$ cat config.mk
export PLATFORM = sky130hd
export DESIGN_NAME = interboard_rx_deframer
export DESIGN_NICKNAME = d
export VERILOG_FILES = /design/src/rtl/interboard_pkg.sv /design/src/rtl/interboard_sync.sv /design/src/rtl/interboard_rx_deframer.sv
export SDC_FILE = /design/constraint.sdc
export NUM_CORES = 1
export LEC_CHECK = 0
export CAP_MARGIN = 20
export CORE_MARGIN = 2
export CORE_UTILIZATION = 38
export CTS_CLUSTER_DIAMETER = 200
export DETAILED_ROUTE_END_ITERATION = 8
export GPL_TIMING_DRIVEN = 0
export PLACE_DENSITY = 0.7
export SLEW_MARGIN = 10
export SYNTH_ARGS = -nofsm -noshare
export SYNTH_HDL_FRONTEND = slang
export SYNTH_HIERARCHICAL = 1
export SYNTH_SLANG_ARGS = --single-unit
$ cat constraint.sdc
create_clock -name clk -period 2.5 [get_ports clk]
set_input_delay 0.375 -clock clk [delete_from_list [all_inputs] [get_ports clk]]
set_output_delay 0.375 -clock clk [all_outputs]
set_load 0.005 [all_outputs]
$ cat src/rtl/interboard_pkg.sv
// Shared definitions for the board-to-board link (RX deframer and TX framer).
// Optional feature macro: INTERBOARD_CHECKSUM_EN adds a fifth XOR checksum word to each frame.
package interboard_pkg;

  localparam int IB_WORD_W = 6;

`ifdef INTERBOARD_CHECKSUM_EN
  localparam int IB_NUM_WORDS = 5;
`else
  localparam int IB_NUM_WORDS = 4;
`endif

  // Word index must be able to hold IB_NUM_WORDS itself (value seen in DELIVER).
  localparam int IB_IDX_W = 3;

  // Message type codes carried in W0.
  localparam logic [3:0] MSG_NOP    = 4'h0;
  localparam logic [3:0] MSG_MOVE   = 4'h1;
  localparam logic [3:0] MSG_SELECT = 4'h2;
  localparam logic [3:0] MSG_PLACE  = 4'h3;
  localparam logic [3:0] MSG_CARD   = 4'h4;
  localparam logic [3:0] MSG_RST    = 4'hF;

  // Field positions inside the frame words.
  // W0 = {msg_type[3:0], move_dir, 1'b0}
  // W1 = {block_x[4:0], 1'b0}
  // W2 = {block_y[2:0], sel_len[2:0]}
  // W3 = card[5:0]
  localparam int IB_W0_MSG_LSB = 2;
  localparam int IB_W0_DIR_BIT = 1;
  localparam int IB_W1_X_LSB   = 1;
  localparam int IB_W2_Y_LSB   = 3;
  localparam int IB_W2_SEL_LSB = 0;
  localparam int IB_W3_CARD_LSB = 0;

  // Receive FSM encoding.
  typedef enum logic [2:0] {
    IB_ST_ARM      = 3'd0,
    IB_ST_IDLE     = 3'd1,
    IB_ST_LATCH    = 3'd2,
    IB_ST_WAIT_LOW = 3'd3,
    IB_ST_DELIVER  = 3'd4
  } ib_rx_state_e;

  // Integrity word appended when the checksum feature is built in.
  function automatic logic [IB_WORD_W-1:0] ib_checksum(
    input logic [IB_WORD_W-1:0] w0,
    input logic [IB_WORD_W-1:0] w1,
    input logic [IB_WORD_W-1:0] w2,
    input logic [IB_WORD_W-1:0] w3
  );
    return w0 ^ w1 ^ w2 ^ w3;
  endfunction

endpackage

$ cat src/rtl/interboard_sync.sv
// Multi-stage level synchronizer for a single asynchronous handshake line.
// RST_VAL lets the user choose the value the chain shows while coming out of reset.
module interboard_sync #(
  parameter int   STAGES  = 2,
  parameter logic RST_VAL = 1'b0
) (
  input  logic clk,
  input  logic rst,
  input  logic d,
  output logic q
);

  logic [STAGES-1:0] sync_r;

  // Shift the asynchronous level through the metastability chain.
  always_ff @(posedge clk or negedge rst) begin
    if (!rst) begin
      sync_r <= {STAGES{RST_VAL}};
    end else begin
      sync_r <= {sync_r[STAGES-2:0], d};
    end
  end

  assign q = sync_r[STAGES-1];

endmodule

$ cat src/rtl/interboard_rx_deframer.sv
// Receive side of the board-to-board link: 4-phase Request/Ack word handshake,
// frame reassembly and field decode with one-cycle delivery pulses.
// Optional feature macro: INTERBOARD_CHECKSUM_EN (5-word frame with XOR check word).
module interboard_rx_deframer
  import interboard_pkg::*;
#(
  parameter int SYNC_STAGES    = 2,
  parameter int TIMEOUT_CYCLES = 100000
) (
  input  logic       clk,
  input  logic       rst,
  input  logic       Request_in,
  input  logic [5:0] inter_data_in,
  output logic       Ack_out,
  output logic       interboard_en,
  output logic       interboard_rst,
  output logic [3:0] interboard_msg_type,
  output logic       interboard_move_dir,
  output logic [4:0] interboard_block_x,
  output logic [2:0] interboard_block_y,
  output logic [2:0] interboard_sel_len,
  output logic [5:0] interboard_card,
  output logic       rx_busy,
  output logic       rx_err
);

  localparam int SYNC_N = (SYNC_STAGES < 2) ? 2 : SYNC_STAGES;
  localparam int TMO_W  = $clog2(TIMEOUT_CYCLES + 1);
  localparam logic [TMO_W-1:0]    TMO_MAX  = TMO_W'(TIMEOUT_CYCLES);
  localparam logic [IB_IDX_W-1:0] IDX_LAST = IB_IDX_W'(IB_NUM_WORDS - 1);

  ib_rx_state_e state_r, state_nx;

  logic                 req_s;
  logic                 req_d_r;
  logic [TMO_W-1:0]     tmo_cnt_r;
  logic [IB_IDX_W-1:0]  idx_r, idx_nx;
  logic [IB_WORD_W-1:0] slot_r [IB_NUM_WORDS];
  logic                 slot_we_s;
  logic                 fields_we_s;
  logic                 csum_ok_s;

  logic ack_r, ack_nx;
  logic en_r, en_nx;
  logic rst_pulse_r, rst_pulse_nx;
  logic err_r, err_nx;
  logic busy_r, busy_nx;

  logic [3:0] msg_type_r;
  logic       move_dir_r;
  logic [4:0] block_x_r;
  logic [2:0] block_y_r;
  logic [2:0] sel_len_r;
  logic [5:0] card_r;

  // Padding bits of W0/W1 carry no information.
  logic unused_pad_s;
  assign unused_pad_s = slot_r[0][0] ^ slot_r[1][0];

  // Request_in synchronizer; preset high so ARM waits for a genuinely low Request.
  interboard_sync #(
    .STAGES  (SYNC_N),
    .RST_VAL (1'b1)
  ) u_req_sync (
    .clk (clk),
    .rst (rst),
    .d   (Request_in),
    .q   (req_s)
  );

`ifdef INTERBOARD_CHECKSUM_EN
  assign csum_ok_s = (ib_checksum(slot_r[0], slot_r[1], slot_r[2], slot_r[3]) == slot_r[4]);
`else
  assign csum_ok_s = 1'b1;
`endif

  // Idle-gap counter: cleared on every req_s edge, saturating at TIMEOUT_CYCLES.
  always_ff @(posedge clk or negedge rst) begin
    if (!rst) begin
      req_d_r   <= 1'b1;
      tmo_cnt_r <= '0;
    end else begin
      req_d_r <= req_s;
      if (req_s != req_d_r) begin
        tmo_cnt_r <= '0;
      end else if (tmo_cnt_r != TMO_MAX) begin
        tmo_cnt_r <= tmo_cnt_r + {{(TMO_W-1){1'b0}}, 1'b1};
      end else begin
        tmo_cnt_r <= tmo_cnt_r;
      end
    end
  end

  // Next-state, word index, handshake and pulse decisions.
  always_comb begin
    state_nx     = state_r;
    idx_nx       = idx_r;
    ack_nx       = ack_r;
    en_nx        = 1'b0;
    rst_pulse_nx = 1'b0;
    err_nx       = 1'b0;
    slot_we_s    = 1'b0;
    fields_we_s  = 1'b0;
    case (state_r)
      IB_ST_ARM: begin
        if (!req_s) begin
          state_nx = IB_ST_IDLE;
        end else begin
          state_nx = IB_ST_ARM;
        end
      end
      IB_ST_IDLE: begin
        // A new word wins over a coincident timeout.
        if (req_s) begin
          state_nx = IB_ST_LATCH;
        end else if ((idx_r != {IB_IDX_W{1'b0}}) && (tmo_cnt_r == TMO_MAX)) begin
          err_nx = 1'b1;
          idx_nx = {IB_IDX_W{1'b0}};
        end else begin
          state_nx = IB_ST_IDLE;
        end
      end
      IB_ST_LATCH: begin
        slot_we_s = 1'b1;
        ack_nx    = 1'b1;
        state_nx  = IB_ST_WAIT_LOW;
      end
      IB_ST_WAIT_LOW: begin
        if (!req_s) begin
          ack_nx = 1'b0;
          idx_nx = idx_r + {{(IB_IDX_W-1){1'b0}}, 1'b1};
          if (idx_r == IDX_LAST) begin
            state_nx = IB_ST_DELIVER;
          end else begin
            state_nx = IB_ST_IDLE;
          end
        end else begin
          state_nx = IB_ST_WAIT_LOW;
        end
      end
      IB_ST_DELIVER: begin
        idx_nx   = {IB_IDX_W{1'b0}};
        state_nx = IB_ST_IDLE;
        if (csum_ok_s) begin
          fields_we_s = 1'b1;
          if (slot_r[0][IB_W0_MSG_LSB +: 4] == MSG_RST) begin
            rst_pulse_nx = 1'b1;
          end else begin
            en_nx = 1'b1;
          end
        end else begin
          err_nx = 1'b1;
        end
      end
      default: begin
        state_nx = IB_ST_ARM;
        idx_nx   = {IB_IDX_W{1'b0}};
        ack_nx   = 1'b0;
      end
    endcase
    busy_nx = (idx_nx != {IB_IDX_W{1'b0}}) ||
              (state_nx == IB_ST_LATCH) ||
              (state_nx == IB_ST_WAIT_LOW) ||
              (state_nx == IB_ST_DELIVER);
  end

  // FSM state, handshake and status registers.
  always_ff @(posedge clk or negedge rst) begin
    if (!rst) begin
      state_r     <= IB_ST_ARM;
      idx_r       <= {IB_IDX_W{1'b0}};
      ack_r       <= 1'b0;
      en_r        <= 1'b0;
      rst_pulse_r <= 1'b0;
      err_r       <= 1'b0;
      busy_r      <= 1'b0;
    end else begin
      state_r     <= state_nx;
      idx_r       <= idx_nx;
      ack_r       <= ack_nx;
      en_r        <= en_nx;
      rst_pulse_r <= rst_pulse_nx;
      err_r       <= err_nx;
      busy_r      <= busy_nx;
    end
  end

  // Word slots; data is sampled only in LATCH, when the peer holds it stable.
  always_ff @(posedge clk or negedge rst) begin
    if (!rst) begin
      for (int i = 0; i < IB_NUM_WORDS; i++) begin
        slot_r[i] <= {IB_WORD_W{1'b0}};
      end
    end else begin
      for (int i = 0; i < IB_NUM_WORDS; i++) begin
        if (slot_we_s && (idx_r == IB_IDX_W'(i))) begin
          slot_r[i] <= inter_data_in;
        end else begin
          slot_r[i] <= slot_r[i];
        end
      end
    end
  end

  // Decoded fields, updated only on an accepted frame and held otherwise.
  always_ff @(posedge clk or negedge rst) begin
    if (!rst) begin
      msg_type_r <= 4'h0;
      move_dir_r <= 1'b0;
      block_x_r  <= 5'h00;
      block_y_r  <= 3'h0;
      sel_len_r  <= 3'h0;
      card_r     <= 6'h00;
    end else if (fields_we_s) begin
      msg_type_r <= slot_r[0][IB_W0_MSG_LSB +: 4];
      move_dir_r <= slot_r[0][IB_W0_DIR_BIT];
      block_x_r  <= slot_r[1][IB_W1_X_LSB +: 5];
      block_y_r  <= slot_r[2][IB_W2_Y_LSB +: 3];
      sel_len_r  <= slot_r[2][IB_W2_SEL_LSB +: 3];
      card_r     <= slot_r[3][IB_W3_CARD_LSB +: 6];
    end else begin
      msg_type_r <= msg_type_r;
      move_dir_r <= move_dir_r;
      block_x_r  <= block_x_r;
      block_y_r  <= block_y_r;
      sel_len_r  <= sel_len_r;
      card_r     <= card_r;
    end
  end

  assign Ack_out             = ack_r;
  assign interboard_en       = en_r;
  assign interboard_rst      = rst_pulse_r;
  assign interboard_msg_type = msg_type_r;
  assign interboard_move_dir = move_dir_r;
  assign interboard_block_x  = block_x_r;
  assign interboard_block_y  = block_y_r;
  assign interboard_sel_len  = sel_len_r;
  assign interboard_card     = card_r;
  assign rx_busy             = busy_r;
  assign rx_err              = err_r;

endmodule

== After elaboration in Yosys (flattened, before gate mapping) ==
Cells that the tools add are included.
Storage, ports and cells
  memory bits (writable): 0
  memories kept: 0
  register bits: 77
  bits in latches: 0
  output and inout bits: 27
  word-level logic and storage cells: 77
  input port bits: 9
  ROM bits: 0
Operators by class
  reductions and logical operators: 16
  divide/modulo/power cells: 0
  magnitude comparators: 0
  equality and inequality tests: 15
  shift operators: 0
  $mul: 0
  add/subtract/negate cells: 2
  bitwise logic cells: 1
  mux-type cells: 23
Operators with widths (number)
  $mux 17: 2
  $mux 3: 7
  $eq 3x2->1 const B: 6
  $add 17x1->17 const B: 1
  $eq 17x17->1 const B: 1
  $ne 17x17->1 const B: 1
  $pmux 3 s5: 1
  $mux 1: 11
  $pmux 3 s3: 1
  $eq 3x1->1 const B: 2
  $eq 3x3->1 const B: 2
  $logic_not 3->1: 2
  $reduce_bool 3->1: 2
  $logic_and 1x1->1: 5
  $eq 4x4->1 const B: 1
  $add 3x1->3 const B: 1
  $logic_or 1x1->1: 3
  $pmux 1 s3: 1
  $reduce_or 3->1: 1
  $ne 2x2->1 const B: 1
  $reduce_and 2->1: 1
  $reduce_bool 2->1: 1
  $reduce_or 2->1: 1
  $ne 1x1->1: 1
  $not 1->1: 1

== Depth between registers and ports, before layout ==
Gate-level depths: netlist of the first run.
  depth in word-level cells: 9
  mapped depth: 6
  gate-level depth less buffers: 6

== Modules after synthesis ==
The synthesis of the first run kept the hierarchy.
By module, submodules not included
  interboard_rx_deframer: seq. area each 1828.0 um^2, area each 3226.8 um^2, instances 1, cells each 258
  interboard_sync: seq. area each 52.6 um^2, area each 52.6 um^2, instances 1, cells each 2

== Least setup slack after synthesis of the first run ==
No wires, ideal clock.
  path type: register to register
  from: reg idx_r[0]
  to: reg slot_r[0] (netlist bit)
  buffers on the path: 0
  setup time: 0.127 ns
  arrival: 1.494 ns
  period minus slack after synthesis: 1.621 ns
  cell stages (with the launch flop): 6
  data required time: 2.373 ns
  path slack: 0.879 ns
  cells stage by stage: dfrtp_1 -> ha_1 -> ha_1 -> nand2b_1 -> nor2_1 -> mux2_1
Between the ends
  word-level cells in the longest chain between the ends: 2
RTL lines
  start, declared: line interboard_rx_deframer.sv:37  | logic [IB_IDX_W-1:0] idx_r, idx_nx;
  start signal, assigned: line interboard_rx_deframer.sv:171  | idx_r <= {IB_IDX_W{1'b0}};
  start signal, assigned: line interboard_rx_deframer.sv:179  | idx_r <= idx_nx;
  $eq 3x2->1: line interboard_rx_deframer.sv:196  | if (slot_we_s && (idx_r == IB_IDX_W'(i))) begin
  $logic_and 1x1->1: line interboard_rx_deframer.sv:196
  end signal, assigned by index: line interboard_rx_deframer.sv:192  | slot_r[i] <= {IB_WORD_W{1'b0}};
  end signal, assigned by index: line interboard_rx_deframer.sv:197  | slot_r[i] <= inter_data_in;
  end signal, assigned by index: line interboard_rx_deframer.sv:199  | slot_r[i] <= slot_r[i];
  end, declared: line interboard_rx_deframer.sv:38  | logic [IB_WORD_W-1:0] slot_r [IB_NUM_WORDS];
Every way passes these cells.
A chain may end at the register's enable or synchronous reset.

== Final worst setup path of the first run ==
  from: reg idx_r[0]
  to: reg slot_r[1] (netlist bit)
The elaborated chain is that of the path after synthesis.

==> results of run 1 <==
==> kinds of logic (layout without fill, tap and decap cells) <==
group	Yosys count	count (layout)
DFF	75	75
buffers and inverters	14	67
xor gates and xnor gates	10	10
adders and majority gates	7	7
AOI/OAI and AO/OA	32	32
and+or+nand+nor	77	77
muxes	45	45
==> stage by stage <==
stage / area [sq um] / util, % / hold WS [ns] / power (W) / cells
after floorplan: 3280 / - / 0.0794 / 0.00232 / 260
after global placement: 3760 / 45.3 / 0.347 / 0.00280 / 400
after detailed placement: 3790 / 45.6 / 0.277 / 0.00286 / 401
after CTS: 4010 / 48.3 / 0.357 / 0.00384 / 418
after global routing: 4010 / 48.3 / 0.359 / 0.00404 / 418
final: 4010 / 48.3 / 0.357 / 0.00378 / 418
==> cell type report <==
class	instances	area, sq um
clock inverter	3	45.0
timing repair buffer	37	385
fill	755	4290
multi-input combinational	171	1340
sequential	75	1880
inverter	8	30.0
clock buffer	13	169
buffer	6	27.5
tap	105	131
==> what timing repair did <==
item                       4_1_cts  5_1_grt
setup endpoints to repair        0        0
hold endpoints to repair        15        0
hold buffers                     1        0
==> metal layers <==
| metal | vias to the layer above | part of all wire [%] |
|---|---|---|
| li1 | 1022 | - |
| met1 | 1103 | 47 |
| met2 | 45 | 48 |
| met3 | 13 | 3.2 |
| met4 | 0 | 2.3 |
| met5 | - | 0 |
==> sequential cells by signal, summed over array words and instances, names as in the netlist, 2 cells and up <==
register             cells
slot_r                  22
u_req_sync/sync_r        2
idx_r                    3
tmo_cnt_r               17
interboard_msg_type      4
interboard_block_y       3
state_r                  3
interboard_block_x       5
interboard_sel_len       3
interboard_card          6
==> synth_stat cells, types with 2 or more instances <==
cell type  instances
buf_2              4
nand2b_1           3
xor2_1             5
mux2_1            44
ha_1               7
dfrtp_1           72
nand2_1           17
nor2_1            19
nand3_1            4
a31o_1             2
nand4_1            3
and4_1             2
clkbuf_1           2
o31ai_1            4
o21ai_0            2
nor4b_2            2
nor4b_1            2
inv_1              8
or4_1              2
xnor2_1            5
or3_1              4
nor2b_1            3
a21oi_1           12
and3_1             3
and2_1             3
dfstp_2            3
o21ai_1            5
nor3_1             2
==> report_power, final <==
part	switching [W]	internal [W]
clock network	0.000421	0.000543
registers	0.000225	0.00159
logic	0.000411	0.000589
==> cell usage in the layout, fill, tap and decap left out, types with 2 or more instances in the layout <==
master           count
or3_1                4
and3_1               3
nor2b_1              3
nor4b_2              2
and4_1               2
clkbuf_8            12
o21ai_1              5
dfstp_2              3
o21ai_0              2
nor2_1              19
xnor2_1              5
a31o_1               2
nand2b_1             3
nor3_1               2
nand3_1              4
dfrtp_1             72
clkinvlp_4           2
xor2_1               5
nand2_1             17
or4_1                2
and2_1               3
clkbuf_1             3
clkdlybuf4s50_1     34
buf_2                4
a21oi_1             12
nand4_1              3
o31ai_1              4
inv_1                8
mux2_1              44
ha_1                 7
nor4b_1              2
==> worst min-delay path by stage <==
stage	from	endpoint	depth (start not counted)
floorplan	rst	Ack_out$_DFFE_PN0P_	0
detailed placement	rst	interboard_sel_len[0]$_DFFE_PN0P_	1
CTS	u_req_sync/sync_r[0]$_DFF_PN1_	u_req_sync/sync_r[1]$_DFF_PN1_	0
global placement	u_req_sync/sync_r[0]$_DFF_PN1_	u_req_sync/sync_r[1]$_DFF_PN1_	0
global route	u_req_sync/sync_r[0]$_DFF_PN1_	u_req_sync/sync_r[1]$_DFF_PN1_	0
finish	u_req_sync/sync_r[0]$_DFF_PN1_	u_req_sync/sync_r[1]$_DFF_PN1_	0
==> flow_summary.json, run 1 <==
{
  "yosysWarningCount": 6,
  "crit_path_end_kind": "register",
  "clockBufferDepth": 2,
  "syn-num-nets": 276,
  "synth_top_family_by_area": "multiplexers",
  "met2_usage_pct": 21.2,
  "synth_compound_area_share_pct": 6.18,
  "yosys.area.top_type": "dfrtp_1",
  "final.setup.tns_ns": 0,
  "yosysSeqAreaShare_pct": 57.3,
  "synth_cell_type_count": 44,
  "synth_xor_area_share_pct": 2.67,
  "path_buf_inv": 0,
  "met3_usage_pct": 3.11,
  "reg2reg_depth": 5,
  "worstPathArrival_ns": 2.25,
  "worstSkewPairLatency_ns": 0.34,
  "ys_top_cells_by_area": "dfrtp_1, mux2_1, ha_1, dfstp_2, nor2_1",
  "post-place-ws_ns": 0.461,
  "max_freq_ghz": 0.492,
  "slew_headroom_pct": 55.7,
  "post-route-min-period_ns": 2.03,
  "critical_path.top_delay_family": "simple AND/OR/NAND/NOR gates",
  "setup.worst_path.end": "slot_r[1]$_DFFE_PN0P_",
  "powerDensity_nw_per_um2": 944,
  "wire_per_inst_microns": 14.7,
  "start_kind": "register",
  "rr_endpoint": "slot_r[1]$_DFFE_PN0P_",
  "rows": 33,
  "drc": 0,
  "worstPathCellList": "ha_1, ha_1, nand2b_1, nor2_1, mux2_1",
  "ys_async_sr_fraction_pct": 100,
  "ys_seq_elements": 75,
  "setup_viol": 0,
  "drtIter0Drc": 146,
  "busiest_layer": "met2",
  "ff2ff_setup_slack_ns": 0.47,
  "first_pass_iters": 4,
  "vdd.ir_drop.worst_v": 0.000435,
  "synthMuxAreaShare_pct": 15.4,
  "maxCapViolCount": 0,
  "required_ns": 2.72,
  "drive_gt1_share_pct": 9.90,
  "dp_hpwl_microns": 4330,
  "postCtsSetupRepairBufs": 0,
  "synth_simple_gate_area_share_pct": 14.0,
  "worst-path-stages": 5,
  "crit_fanout": 8,
  "syn_area_sq_um": 3280,
  "vias": 2183,
  "die_x_microns": 96.9,
  "io_pins": 36,
  "nNetsFinal": 324,
  "synth_top_area_share_pct": 54.9,
  "path_class": "register to register",
  "postRouteAntennaNets": 0,
  "clockRootBuffer": "clkbuf_8",
  "grt_pass1_vias": 2131,
  "worst_pin_slew_ns": 0.662,
  "grt_pass1_wl_microns": 10600,
  "slew_violations": 0,
  "antenna_found_initial": 0,
  "fin_crit_sh_pct": 81.3,
  "numCtsBuffers": 9,
  "die_h_microns": 96.9,
  "synth_edf_count": 0,
  "synth_fa_ha_area_share_pct": 2.67,
  "path_common_cell": "ha_1",
  "port_buffers": 35,
  "place_congestion": 0.830,
  "crit_start": "idx_r[0]$_DFF_PN0_",
  "crit_path_max_incr_delay_ns": 0.53,
  "wl_microns": 6130,
  "clkSinkCount": 75,
  "fin_worst_skew_ns": 0.00944,
  "cts.htree.levels": 3,
  "area_growth_pct": 22.3,
  "status": "finished, final reports clean",
  "grtUsageTotal_pct": 14.0,
  "cts-resized-gates": 0,
  "cts_tree": "built",
  "leakagePower_nw": 1.80,
  "dieArea_sq_um": 9390,
  "regToRegStartpoint": "idx_r[0]$_DFF_PN0_",
  "start_util_pct": 39.5,
  "path_clk_slew_ns": 0.07,
  "crit_path_top_delay_cell": "nor2_1",
  "synthFlopType": "dfrtp_1",
  "grtUsageMet1_pct": 19.1,
  "setup_ws_ns": 0.468,
  "synthesis.instances": 260,
  "via_per_inst": 5.22,
  "grt_max_degree": 58,
  "antennaDiodeCount": 0,
  "hold_viol_final": 0,
  "fp.coreArea_sq_um": 8300,
  "syn_avg_cell_area_sq_um": 12.6,
  "min_path_type": "register to register",
  "gr-total-overflow": 0,
  "rsz0062_at_grt": "false"
}
(Power assumes the default switching activity.)
==> inputs of run 2 (changes only) <==
==> constraint.sdc (replaced) <==
create_clock -name clk -period 2.1 [get_ports clk]
set_input_delay 0.315 -clock clk [delete_from_list [all_inputs] [get_ports clk]]
set_output_delay 0.315 -clock clk [all_outputs]
set_load 0.005 [all_outputs]
==> run 2 against run 1 <==
Net effect:
- design area hardly changed
- clock power increased by 19%
- utilization about the same
- first-iteration DRC count down 12%
- largest power group unchanged
==> flow_summary.json, run 2 (synthesis gave the netlist of run 1 again) <==
{
  "max_freq_ghz": 0.533,
  "fp.coreArea_sq_um": 8300,
  "drc": 0,
  "clockBufferDepth": 2,
  "p_sw_w": 0.00126,
  "layout_common_cells": "dfrtp_1, mux2_1, clkdlybuf4s50_1",
  "final_util_pct": 48.3,
  "power_frac_clock_pct": 25.5,
  "post-route-min-period_ns": 1.87,
  "grt_pass1_wl_microns": 10600,
  "grt_max_degree": 58,
  "worstPathArrival_ns": 2.08,
  "path_clk_slew_ns": 0.07,
  "gr-total-overflow": 0,
  "vias": 2170,
  "io_pins": 36,
  "postRouteAntennaNets": 0,
  "regMostFlops": "slot_r",
  "multi_input_area_sq_um": 1340,
  "nNetsFinal": 324,
  "clockRootBuffer": "clkbuf_8",
  "layout_commonest_cell": "dfrtp_1",
  "wl_met3_microns": 171,
  "crit_path_max_incr_delay_ns": 0.53,
  "die_h_microns": 96.9,
  "switching_share_pct": 27.9,
  "cts.htree.levels": 3,
  "drtIter0Drc": 129,
  "worstSkewPairLatency_ns": 0.34,
  "crit_path_top_delay_cell": "dfstp_2",
  "grtUsageTotal_pct": 14.0,
  "first_pass_iters": 4,
  "status": "finished, final reports clean",
  "dieArea_sq_um": 9390,
  "start_kind": "register",
  "crit_fanout": 10,
  "maxCapViolCount": 0,
  "dr.max_layer_used": "met4",
  "required_ns": 2.31,
  "antenna_found_initial": 0,
  "whs_ns": 0.357,
  "setup_viol": 0,
  "crit_path_end_kind": "register",
  "worstPathCellList": "buf_2, xor2_1, clkbuf_1, nor2_1",
  "min_path_type": "register to register",
  "wire_per_inst_microns": 14.6,
  "critical_path.top_delay_family": "buffers and inverters",
  "start_util_pct": 39.5,
  "pwr-share-seq_pct": 48.1,
  "powerDensity_nw_per_um2": 1120,
  "wl_microns": 6100,
  "p_int_w": 0.00325,
  "cts_tree": "built",
  "die_x_microns": 96.9,
  "path_buf_inv": 2,
  "post_dp_cell_area_sq_um": 3790,
  "rows": 33,
  "port_buffers": 35,
  "fin_worst_skew_ns": 0.00939,
  "met1Wirelength_microns": 2880,
  "leakagePower_nw": 1.80,
  "worst_pin_slew_ns": 0.589,
  "fin_crit_sh_pct": 89.3,
  "fill_cells": 755,
  "via_per_inst": 5.19,
  "antennaDiodeCount": 0,
  "area_growth_pct": 22.4,
  "slew_violations": 0,
  "p_comb_share_pct": 26.4,
  "wl_met2_microns": 2910,
  "dp_hpwl_microns": 4330,
  "regArea_sq_um": 1880,
  "clkSinkCount": 75,
  "grt_pass1_vias": 2131,
  "power_w": 0.00450,
  "path_class": "register to register",
  "numCtsBuffers": 9,
  "slew_headroom_pct": 60.6,
  "hold_viol_final": 0,
  "fin_area_sq_um": 4010,
  "drive_gt1_share_pct": 10.2,
  "place_congestion": 0.830,
  "vdd.ir_drop.worst_v": 0.000520,
  "largest_reg_flops": 22,
  "rsz0062_at_grt": "false"
}
## run 2: cell counts in the layout (fill, tap and decap cells not counted)
Identical to the previous run, type by type.
## run 2: area by class of cell
| type | instances | share of cell area [%] |
|---|---|---|
| sequential | 75 | 46.9 |
| multi-input combinational | 171 | 33.5 |
| timing repair buffer | 37 | 9.60 |
| clock buffer | 13 | 4.21 |
| tap | 105 | 3.27 |
| clock inverter | 3 | 1.12 |
| inverter | 8 | 0.748 |
| buffer | 6 | 0.686 |
## run 2: routing by layer
metal | GRT usage, % | up-vias
li1 | - | 1026
met1 | 19.1 | 1094
met2 | 21.2 | 37
met3 | 3.11 | 13
met4 | 6.93 | 0
met5 | 0 | -
## run 2: power groups by stage
stage | registers, W | clock network, W | logic (W)
2_1_floorplan | 0.00214 | 0 | 0.000618
4_1_cts | 0.00217 | 0.00119 | 0.00122
3_5_place_dp | 0.00220 | 0 | 0.00120
3_3_place_gp | 0.00217 | 0 | 0.00116
5_1_grt | 0.00222 | 0.00125 | 0.00132
6_report | 0.00217 | 0.00115 | 0.00119
## run 2: timing repair
item / 4_1_cts / 5_1_grt
setup buffers: 0 / 0
gates resized for setup: 0 / 1
hold buffers: 1 / 0
endpoints found under the setup margin: 0 / 6
endpoints found under the hold margin: 15 / 0
## run 2: final timing paths
kind | from | endpoint | slack [ns] | depth (start not counted)
max in group asynchronous | rst | tmo_cnt_r[3]$_DFFE_PN0P_ | 1.14 | 3
hold reg to reg | u_req_sync/sync_r[0]$_DFF_PN1_ | u_req_sync/sync_r[1]$_DFF_PN1_ | 0.36 | 0
min in group asynchronous | rst | interboard_sel_len[0]$_DFFE_PN0P_ | 0.40 | 2
hold / removal | u_req_sync/sync_r[0]$_DFF_PN1_ | u_req_sync/sync_r[1]$_DFF_PN1_ | 0.36 | 0
setup / recovery | u_req_sync/sync_r[1]$_DFF_PN1_ | tmo_cnt_r[7]$_DFFE_PN0P_ | 0.23 | 4
setup reg to reg | u_req_sync/sync_r[1]$_DFF_PN1_ | tmo_cnt_r[7]$_DFFE_PN0P_ | 0.23 | 4
## run 2: through the flow
step	setup WS, ns	cells	TNS [ns]
final	0.225	418	0
after CTS	0.0455	418	0
after global placement	-1.84	400	-135.26
after global routing	0.0322	418	0
after detailed placement	0.0608	401	0
after floorplan	0.479	260	0
